File: config.mk
export PLATFORM = sky130hd
export DESIGN_NAME = axi4_lite_reg_slave
export DESIGN_NICKNAME = d
export VERILOG_FILES = /design/src/rtl/axi4_lite_reg_slave.sv
export SDC_FILE = /design/constraint.sdc
export NUM_CORES = 1
export LEC_CHECK = 0
export BUFFER_PORTS_ARGS = -buffer_cell sky130_fd_sc_hd__buf_4
export CAP_MARGIN = 5
export CORE_AREA = 2 2 264 266
export DETAILED_ROUTE_END_ITERATION = 10
export DIE_AREA = 0 0 266 268
export GPL_ROUTABILITY_DRIVEN = 0
export SLEW_MARGIN = 0
export SYNTH_ARGS = -nofsm -noshare
export SYNTH_HDL_FRONTEND = slang
export SYNTH_SLANG_ARGS = --single-unit
File: constraint.sdc
create_clock -name aclk -period 31.7 [get_ports aclk]
set_input_delay 9.51 -clock aclk [delete_from_list [all_inputs] [get_ports aclk]]
set_output_delay 9.51 -clock aclk [all_outputs]
set_load 0.01 [all_outputs]
File: src/rtl/axi4_lite_reg_slave.sv
`default_nettype none
// =====================================================================
// Module   : axi4_lite_reg_slave
// Purpose  : AXI4-Lite slave terminating into N_REGS registers of 8*N bits.
//            Define AXI4_LITE_REG_SLAVE_ERR_EN for range check + SLVERR.
// Revision : 1.0
// =====================================================================
module axi4_lite_reg_slave #(
   parameter int A      = 32,
   parameter int N      = 4,
   parameter int N_REGS = 16
) (
   input  logic                    aclk,
   input  logic                    areset,
   input  logic [A-1:0]            awaddr,
   input  logic                    awvalid,
   output logic                    awready,
   input  logic [8*N-1:0]          wdata,
   input  logic [N-1:0]            wstrb,
   input  logic                    wvalid,
   output logic                    wready,
   output logic [1:0]              bresp,
   output logic                    bvalid,
   input  logic                    bready,
   input  logic [A-1:0]            araddr,
   input  logic                    arvalid,
   output logic                    arready,
   output logic [8*N-1:0]          rdata,
   output logic [1:0]              rresp,
   output logic                    rvalid,
   input  logic                    rready,
   output logic [N_REGS*8*N-1:0]   reg_out,
   output logic [N_REGS-1:0]       wr_pulse
);

   localparam int         c_DW   = 8 * N;
   localparam int         c_LB   = $clog2(N);
   localparam int         c_IB   = $clog2(N_REGS);
   localparam logic [1:0] c_OKAY = 2'b00;

   logic                rdy_q;
   logic                aw_held_q, aw_held_d;
   logic [A-1:0]        aw_addr_q, aw_addr_d;
   logic                w_held_q, w_held_d;
   logic [c_DW-1:0]     w_data_q, w_data_d;
   logic [N-1:0]        w_strb_q, w_strb_d;
   logic                bvalid_q, bvalid_d;
   logic [1:0]          bresp_q, bresp_d;
   logic [N_REGS-1:0]   wr_pulse_q, wr_pulse_d;
   logic                rvalid_q, rvalid_d;
   logic [c_DW-1:0]     rdata_q, rdata_d;
   logic [1:0]          rresp_q, rresp_d;
   logic [c_DW-1:0]     regs_q [N_REGS];
   logic [c_DW-1:0]     regs_d [N_REGS];

   logic                w_aw_fire, w_w_fire, w_ar_fire, w_do_write;
   logic [A-1:0]        w_aw_addr;
   logic [c_DW-1:0]     w_wdata;
   logic [N-1:0]        w_wstrb;
   logic [c_IB-1:0]     w_widx, w_ridx;
   logic                w_wr_ok, w_rd_ok;
   logic [1:0]          w_wr_resp, w_rd_resp;
   logic                w_unused;

   // rdy_q keeps every ready low until the first edge after reset release
   assign awready = rdy_q & ~aw_held_q & ~bvalid_q;
   assign wready  = rdy_q & ~w_held_q & ~bvalid_q;
   assign arready = rdy_q & ~rvalid_q;

   assign w_aw_fire  = awvalid & awready;
   assign w_w_fire   = wvalid & wready;
   assign w_ar_fire  = arvalid & arready;
   assign w_do_write = (aw_held_q | w_aw_fire) & (w_held_q | w_w_fire);

   assign w_aw_addr = aw_held_q ? aw_addr_q : awaddr;
   assign w_wdata   = w_held_q ? w_data_q : wdata;
   assign w_wstrb   = w_held_q ? w_strb_q : wstrb;
   assign w_widx    = w_aw_addr[c_LB +: c_IB];
   assign w_ridx    = araddr[c_LB +: c_IB];
   assign w_unused  = ^{w_aw_addr, araddr};

`ifdef AXI4_LITE_REG_SLAVE_ERR_EN
   localparam logic [1:0] c_SLVERR = 2'b10;
   assign w_wr_ok   = (w_aw_addr >> (c_LB + c_IB)) == '0;
   assign w_rd_ok   = (araddr >> (c_LB + c_IB)) == '0;
   assign w_wr_resp = w_wr_ok ? c_OKAY : c_SLVERR;
   assign w_rd_resp = w_rd_ok ? c_OKAY : c_SLVERR;
`else
   assign w_wr_ok   = 1'b1;
   assign w_rd_ok   = 1'b1;
   assign w_wr_resp = c_OKAY;
   assign w_rd_resp = c_OKAY;
`endif

   always_comb begin
      aw_held_d  = aw_held_q;
      aw_addr_d  = aw_addr_q;
      w_held_d   = w_held_q;
      w_data_d   = w_data_q;
      w_strb_d   = w_strb_q;
      bvalid_d   = bvalid_q;
      bresp_d    = bresp_q;
      wr_pulse_d = '0;
      regs_d     = regs_q;
      rvalid_d   = rvalid_q;
      rdata_d    = rdata_q;
      rresp_d    = rresp_q;

      if (bvalid_q && bready)
         bvalid_d = 1'b0;

      if (w_do_write) begin
         aw_held_d = 1'b0;
         w_held_d  = 1'b0;
         bvalid_d  = 1'b1;
         bresp_d   = w_wr_resp;
         if (w_wr_ok) begin
            wr_pulse_d[w_widx] = 1'b1;
            for (int b = 0; b < N; b++)
               if (w_wstrb[b])
                  regs_d[w_widx][b*8 +: 8] = w_wdata[b*8 +: 8];
         end
      end else begin
         if (w_aw_fire) begin
            aw_held_d = 1'b1;
            aw_addr_d = awaddr;
         end
         if (w_w_fire) begin
            w_held_d = 1'b1;
            w_data_d = wdata;
            w_strb_d = wstrb;
         end
      end

      if (rvalid_q && rready)
         rvalid_d = 1'b0;

      // Reads sample regs_q, so a same-edge write is not yet visible
      if (w_ar_fire) begin
         rvalid_d = 1'b1;
         rdata_d  = w_rd_ok ? regs_q[w_ridx] : '0;
         rresp_d  = w_rd_resp;
      end
   end

   always_ff @(posedge aclk or posedge areset) begin
      if (areset) begin
         rdy_q      <= 1'b0;
         aw_held_q  <= 1'b0;
         aw_addr_q  <= '0;
         w_held_q   <= 1'b0;
         w_data_q   <= '0;
         w_strb_q   <= '0;
         bvalid_q   <= 1'b0;
         bresp_q    <= '0;
         wr_pulse_q <= '0;
         rvalid_q   <= 1'b0;
         rdata_q    <= '0;
         rresp_q    <= '0;
         regs_q     <= '{default: '0};
      end else begin
         rdy_q      <= 1'b1;
         aw_held_q  <= aw_held_d;
         aw_addr_q  <= aw_addr_d;
         w_held_q   <= w_held_d;
         w_data_q   <= w_data_d;
         w_strb_q   <= w_strb_d;
         bvalid_q   <= bvalid_d;
         bresp_q    <= bresp_d;
         wr_pulse_q <= wr_pulse_d;
         rvalid_q   <= rvalid_d;
         rdata_q    <= rdata_d;
         rresp_q    <= rresp_d;
         regs_q     <= regs_d;
      end
   end

   assign bvalid   = bvalid_q;
   assign bresp    = bresp_q;
   assign rvalid   = rvalid_q;
   assign rdata    = rdata_q;
   assign rresp    = rresp_q;
   assign wr_pulse = wr_pulse_q;

   for (genvar k = 0; k < N_REGS; k++) begin : g_reg_out
      assign reg_out[k*c_DW +: c_DW] = regs_q[k];
   end

endmodule
`default_nettype wire

Word level (Yosys, flattened, before mapping) --
Cells that the tools add are included.
Word-level totals: flip-flop bits (word level) 607, output and inout port bits 569, word-level logic and storage cells 95, input bits 107
Operators by class: bitwise logic cells 18, magnitude comparators 5, multiplexer cells 36, reductions and logical operators 10
Operator list (count):
- 2-to-1 mux 512 bit | 7
- bitwise mux 512 bit | 4
- demux 32 bit (select 4 bit) | 4
- binary-select mux 32 bit (select 4 bit) | 1
- 2-to-1 mux 32 bit | 4
- 2-to-1 mux 16 bit | 2
- 2-to-1 mux 24 bit | 1
- >= comparator 5 bit, second input constant | 2
- inverter 4 -> 5 bit | 2
- AND 1 bit | 9
- 2-to-1 mux 1 bit | 9
- 2-to-1 mux 8 bit | 1
- nonzero test 2 bit | 4
- 2-to-1 mux 6 bit | 1
- < comparator 4 x 5 -> 1 bit, second input constant | 1
- < comparator 5 x 1 -> 1 bit, second input constant | 1
- inverter 1 bit | 5
- demux 1 bit (select 4 bit) | 1
- >= comparator 4 x 1 -> 1 bit, second input constant | 1
- logical AND 1 bit | 4
- 2-to-1 mux 4 bit | 1
- AND reduction 2 bit | 2
- bitwise OR 1 bit | 2

Logic depth before layout (Yosys ltp) --
depth in word-level cells 17, gate-level depth with buffers 8, mapped depth without buffers 4

Least setup slack after synthesis --
No wires, ideal clock.
path kind input to register, start in awaddr[3], end reg regs_q, in the netlist reg_out[256], arrival 11.099 ns, cell stages on the path 6, slack 20.477 ns, buffers on the path 2, required time 31.575 ns, cells stage by stage clkbuf_1 or3_1 and2_1 buf_2 nor3_2 mux2_2
On the way: longest elaborated chain between the ends 17, elaborated cells between the ends (all ways) 21, classes of those cells order compare (2); mux (17); bitwise (1); reduce/logical (1)
RTL lines:
- start: declaration | line 15 | input logic [A-1:0] awaddr,
- 2-to-1 mux 6 bit (*) | line 75 | assign w_aw_addr = aw_held_q ? aw_addr_q : awaddr;
- inverter 4 -> 5 bit (not written as such) (*) | line 121 | regs_d[w_widx][b*8 +: 8] = w_wdata[b*8 +: 8];
- >= comparator 5 bit (not written as such) or < comparator 5 x 1 -> 1 bit (tied branches) | line 121
- logical AND 1 bit (not written as such) | line 121
- 2-to-1 mux 8 bit (not written as such) | line 121
- demux 32 bit (select 4 bit) | line 121
- bitwise mux 512 bit | line 121
- 2-to-1 mux 512 bit | line 120 | if (w_wstrb[b])
- 2-to-1 mux 512 bit | line 112 | if (w_do_write) begin
- bitwise mux 512 bit | line 121
- 2-to-1 mux 512 bit | line 120
- 2-to-1 mux 512 bit | line 112
- bitwise mux 512 bit | line 121
- 2-to-1 mux 512 bit | line 120
- 2-to-1 mux 512 bit | line 112
- bitwise mux 512 bit | line 121
- 2-to-1 mux 512 bit (*) | line 120
- end signal: assignment | line 174 | regs_q <= regs_d;
- end: declaration | line 53 | logic [c_DW-1:0] regs_q [N_REGS];
Mark *: on every way between the ends. The rest lies on a longest branch, timed or not. The select of a mux whose other input is x is not followed. A chain may end at the register's enable or synchronous reset.

Final worst setup path --
start in araddr[2], end reg rdata_q[21], in the netlist rdata[21]
On the way: longest elaborated chain between the ends 4
RTL lines:
- start: declaration | line 25 | input logic [A-1:0] araddr,
- inverter 4 -> 5 bit (not written as such) | line 141 | rdata_d = w_rd_ok ? regs_q[w_ridx] : '0;
- binary-select mux 32 bit (select 4 bit) | line 141
- 2-to-1 mux 32 bit (not written as such) (2 in series) | line 141
- end signal: assignment | line 172 | rdata_q <= rdata_d;
- end: declaration | line 51 | logic [c_DW-1:0] rdata_q, rdata_d;
No other way between the ends. The select of a mux whose other input is x is not followed.

==> results.toml <==
[grt]
grt_pass1_wl_mm = 143
grt.overflow.total = 0
first_global_vias = 19600
gr-usage-all-layers_pct = 27.9
antenna_found_initial = 7
grt_max_degree = 106

[yosys]
synth_cell_types = 42
syn-instance-count = 1867
syn_area_per_cell_um2 = 14.6
seq_area_frac_synth_pct = 55.5
yosys_warnings = 0
synth-seq-cells = 605
synth.cell_area_mm2 = 0.0273

[clock_tree]
numClockSinks = 605
cts-root-buf = "clkbuf_16"
post_cts_buffers = 0
cts_resized = 0
cts_buffers = 68
clock_latency_ns = 0.61
postCtsHoldBufs = 0
clk_pin_slew_ns = 0.06
htreeDepth = 3
tritoncts = "done"
clockBufferDepth = 3

[place]
dp_hpwl_mm = 71.8
pre_cts_ws_ns = 18.78
io_buffers = 615
place_area_mm2 = 0.0328

[die]
initial_utilization_pct = 40.0
dieArea_mm2 = 0.0713
die_x_um = 266
io_pins = 676
core_mm2 = 0.0682
dieHeight_um = 268
rows = 96

[route]
avgRoutedWirePerCell_um = 29.8
wl_mm = 101
drt_iter0_drc = 1508
via_count = 19400
routed_via_density = 5.69
route.detailed.drc = 0
ant_nets = 0
drtPass1Iterations = 6

[critical_path]
crit_arrival_ns = 12.78
cp_max_fo = 40
endpoint_kind = "flop"
rrSetupSlack_ns = 28.24
critical_path_class = "in2reg"
critPathLaunch = "araddr[2]"
crit-reg2reg-launch = "w_held_q"
cp.required_ns = 32.19
cp-start-kind = "input port"

[job]
drv_cap = 0

[timing]
worst_slack_ns = 19.41
final-setup-viol-count = 0
max_freq_mhz = 81.4
drv_slew = 0
tns_ns = 0
tightestPinTransition_ns = 1.28
rsz0062_at_grt = "no"
relSlewSlack_pct = 14.3
fin_crit_ns = 12.29
holdWs_ns = 0.500
finalHoldViolations = 0
period_share_pct = 38.8
fin_skew_ns = 0.0245

[layout]
nets = 2572
layout-drive-gt1-share_pct = 57.5
final_util_pct = 51.2
final_area_mm2 = 0.0349
area_growth_pct = 28.2
fillers = 5879

[min_path]
hp-start = "w_data_q[15]"
hp-class = "reg2reg"

[power]
ir_drop_mv = 0.0508
p_leak_nw = 17.1
p_per_area_mw_per_mm2 = 102

[run_status]
status = "completed"
==> final timing paths <==
path / endpoint / depth (start not counted)
worst max-delay path: rdata[21] / 7
worst min-delay path: w_data_q[15] / 1
worst max register to register: reg_out[339] / 5
worst min register to register: w_data_q[15] / 1
max in group asynchronous: reg_out[166] / 4
min in group asynchronous: reg_out[313] / 2
==> cells in the mapped netlist (all sizes together) <==
| cell type | count | share of area, % |
|---|---|---|
| a21boi | 3 | 0.083 |
| a21o | 2 | 0.055 |
| a21oi | 19 | 0.35 |
| a221oi | 1 | 0.032 |
| a222oi | 4 | 0.15 |
| a22o | 8 | 0.26 |
| a22oi | 57 | 1.6 |
| a31oi | 22 | 0.50 |
| a32o | 2 | 0.073 |
| a32oi | 3 | 0.096 |
| and2 | 10 | 0.23 |
| and3 | 1 | 0.023 |
| and3b | 2 | 0.064 |
| buf | 52 | 0.97 |
| clkbuf | 69 | 0.95 |
| conb | 2 | 0.028 |
| dfrtp | 605 | 56 |
| inv | 6 | 0.083 |
| mux2 | 597 | 25 |
| mux2i | 119 | 4.4 |
| mux4 | 70 | 5.8 |
| nand2 | 65 | 0.93 |
| nand2b | 1 | 0.023 |
| nand3 | 30 | 0.72 |
| nand3b | 8 | 0.22 |
| nand4 | 14 | 0.32 |
| nor2 | 36 | 0.50 |
| nor2b | 9 | 0.21 |
| nor3 | 17 | 0.53 |
| nor3b | 1 | 0.028 |
| o21a | 1 | 0.028 |
| o21ai | 24 | 0.44 |
| or3 | 2 | 0.046 |
| or3b | 5 | 0.16 |
==> routing by layer <==
layer / track usage [%] / up-vias / wire (um) / share of wire, %
met2: 45.9 / 761 / 48800 / 48
met1: 35.3 / 10200 / 40600 / 40
met3: 7.42 / 207 / 7630 / 7.5
li1: - / 8143 / - / -
met5: 0 / - / 77 / 0.076
met4: 11.0 / 8 / 4250 / 4.2
==> power by group <==
| group | total [mW] | switching [mW] | internal [mW] |
|---|---|---|---|
| clock network | 0.781 | 0.324 | 0.457 |
| registers | 1.37 | 0.274 | 1.09 |
| logic | 1.41 | 0.683 | 0.725 |
==> cell type report <==
| cell class | count | area [um^2] | area share, % |
|---|---|---|---|
| well taps | 882 | 1100 | 3.16 |
| clock buffers | 107 | 2030 | 5.81 |
| clock inverters | 14 | 153 | 0.437 |
| diodes | 3 | 7.51 | 0.0215 |
| repair buffers | 646 | 4860 | 13.9 |
| flip-flops and latches | 605 | 15100 | 43.3 |
| inverters | 6 | 30.0 | 0.0859 |
| multi-input cells | 1138 | 11600 | 33.3 |
==> critical path, stage by stage <==
cell and delay, ns:
buf_4 0.49, buf_4 0.77, and2_2 0.79, buf_4 0.45, a22oi_1 0.13, a31oi_1 0.31
a21oi_1 0.11
==> through the flow <==
step,cells,power [mW]
finish,3401,3.55
global route,3399,3.71
CTS,3398,3.57
detailed placement,3277,2.78
global placement,3277,2.74
floorplan,1870,1.99
==> cells in the final DEF (no fill, tap or decap), drive strengths merged <==
cell and n:
inv 8, or3 2, clkinv 9, nand2b 1
bufinv 2, nor2b 9, nand3 30, mux4 70
a21boi 3, and3b 2, nor3b 1, a31oi 22
or3b 5, clkinvlp 1, a32oi 3, buf 646
and3 1, nand2 65, a21o 2, and2 10
clkbuf 107, a221oi 1, mux2 597, conb 5
o21ai 24, a22o 8, nand4 14, mux2i 119
nor3 17, dfrtp 605, nor2 36, a21oi 19
diode 3, o21a 1, a222oi 4, a32o 2
nand3b 8, a22oi 57
==> state kept, by name (all words and copies together), names as in the netlist, 4 cells and up <==
register   flops
w_strb_q       4
reg_out      512
aw_addr_q      4
w_data_q      32
wr_pulse      16
rdata         32
==> cell families after synthesis <==
family | share of synthesized area, %
AND/OR/NAND/NOR | 4.00
AO/OA/AOI/OAI | 3.63
other | 0.0275
flip-flops | 55.5
buffers and inverters | 2.00
multiplexers | 34.8
Power figures use the tool's default switching activity.
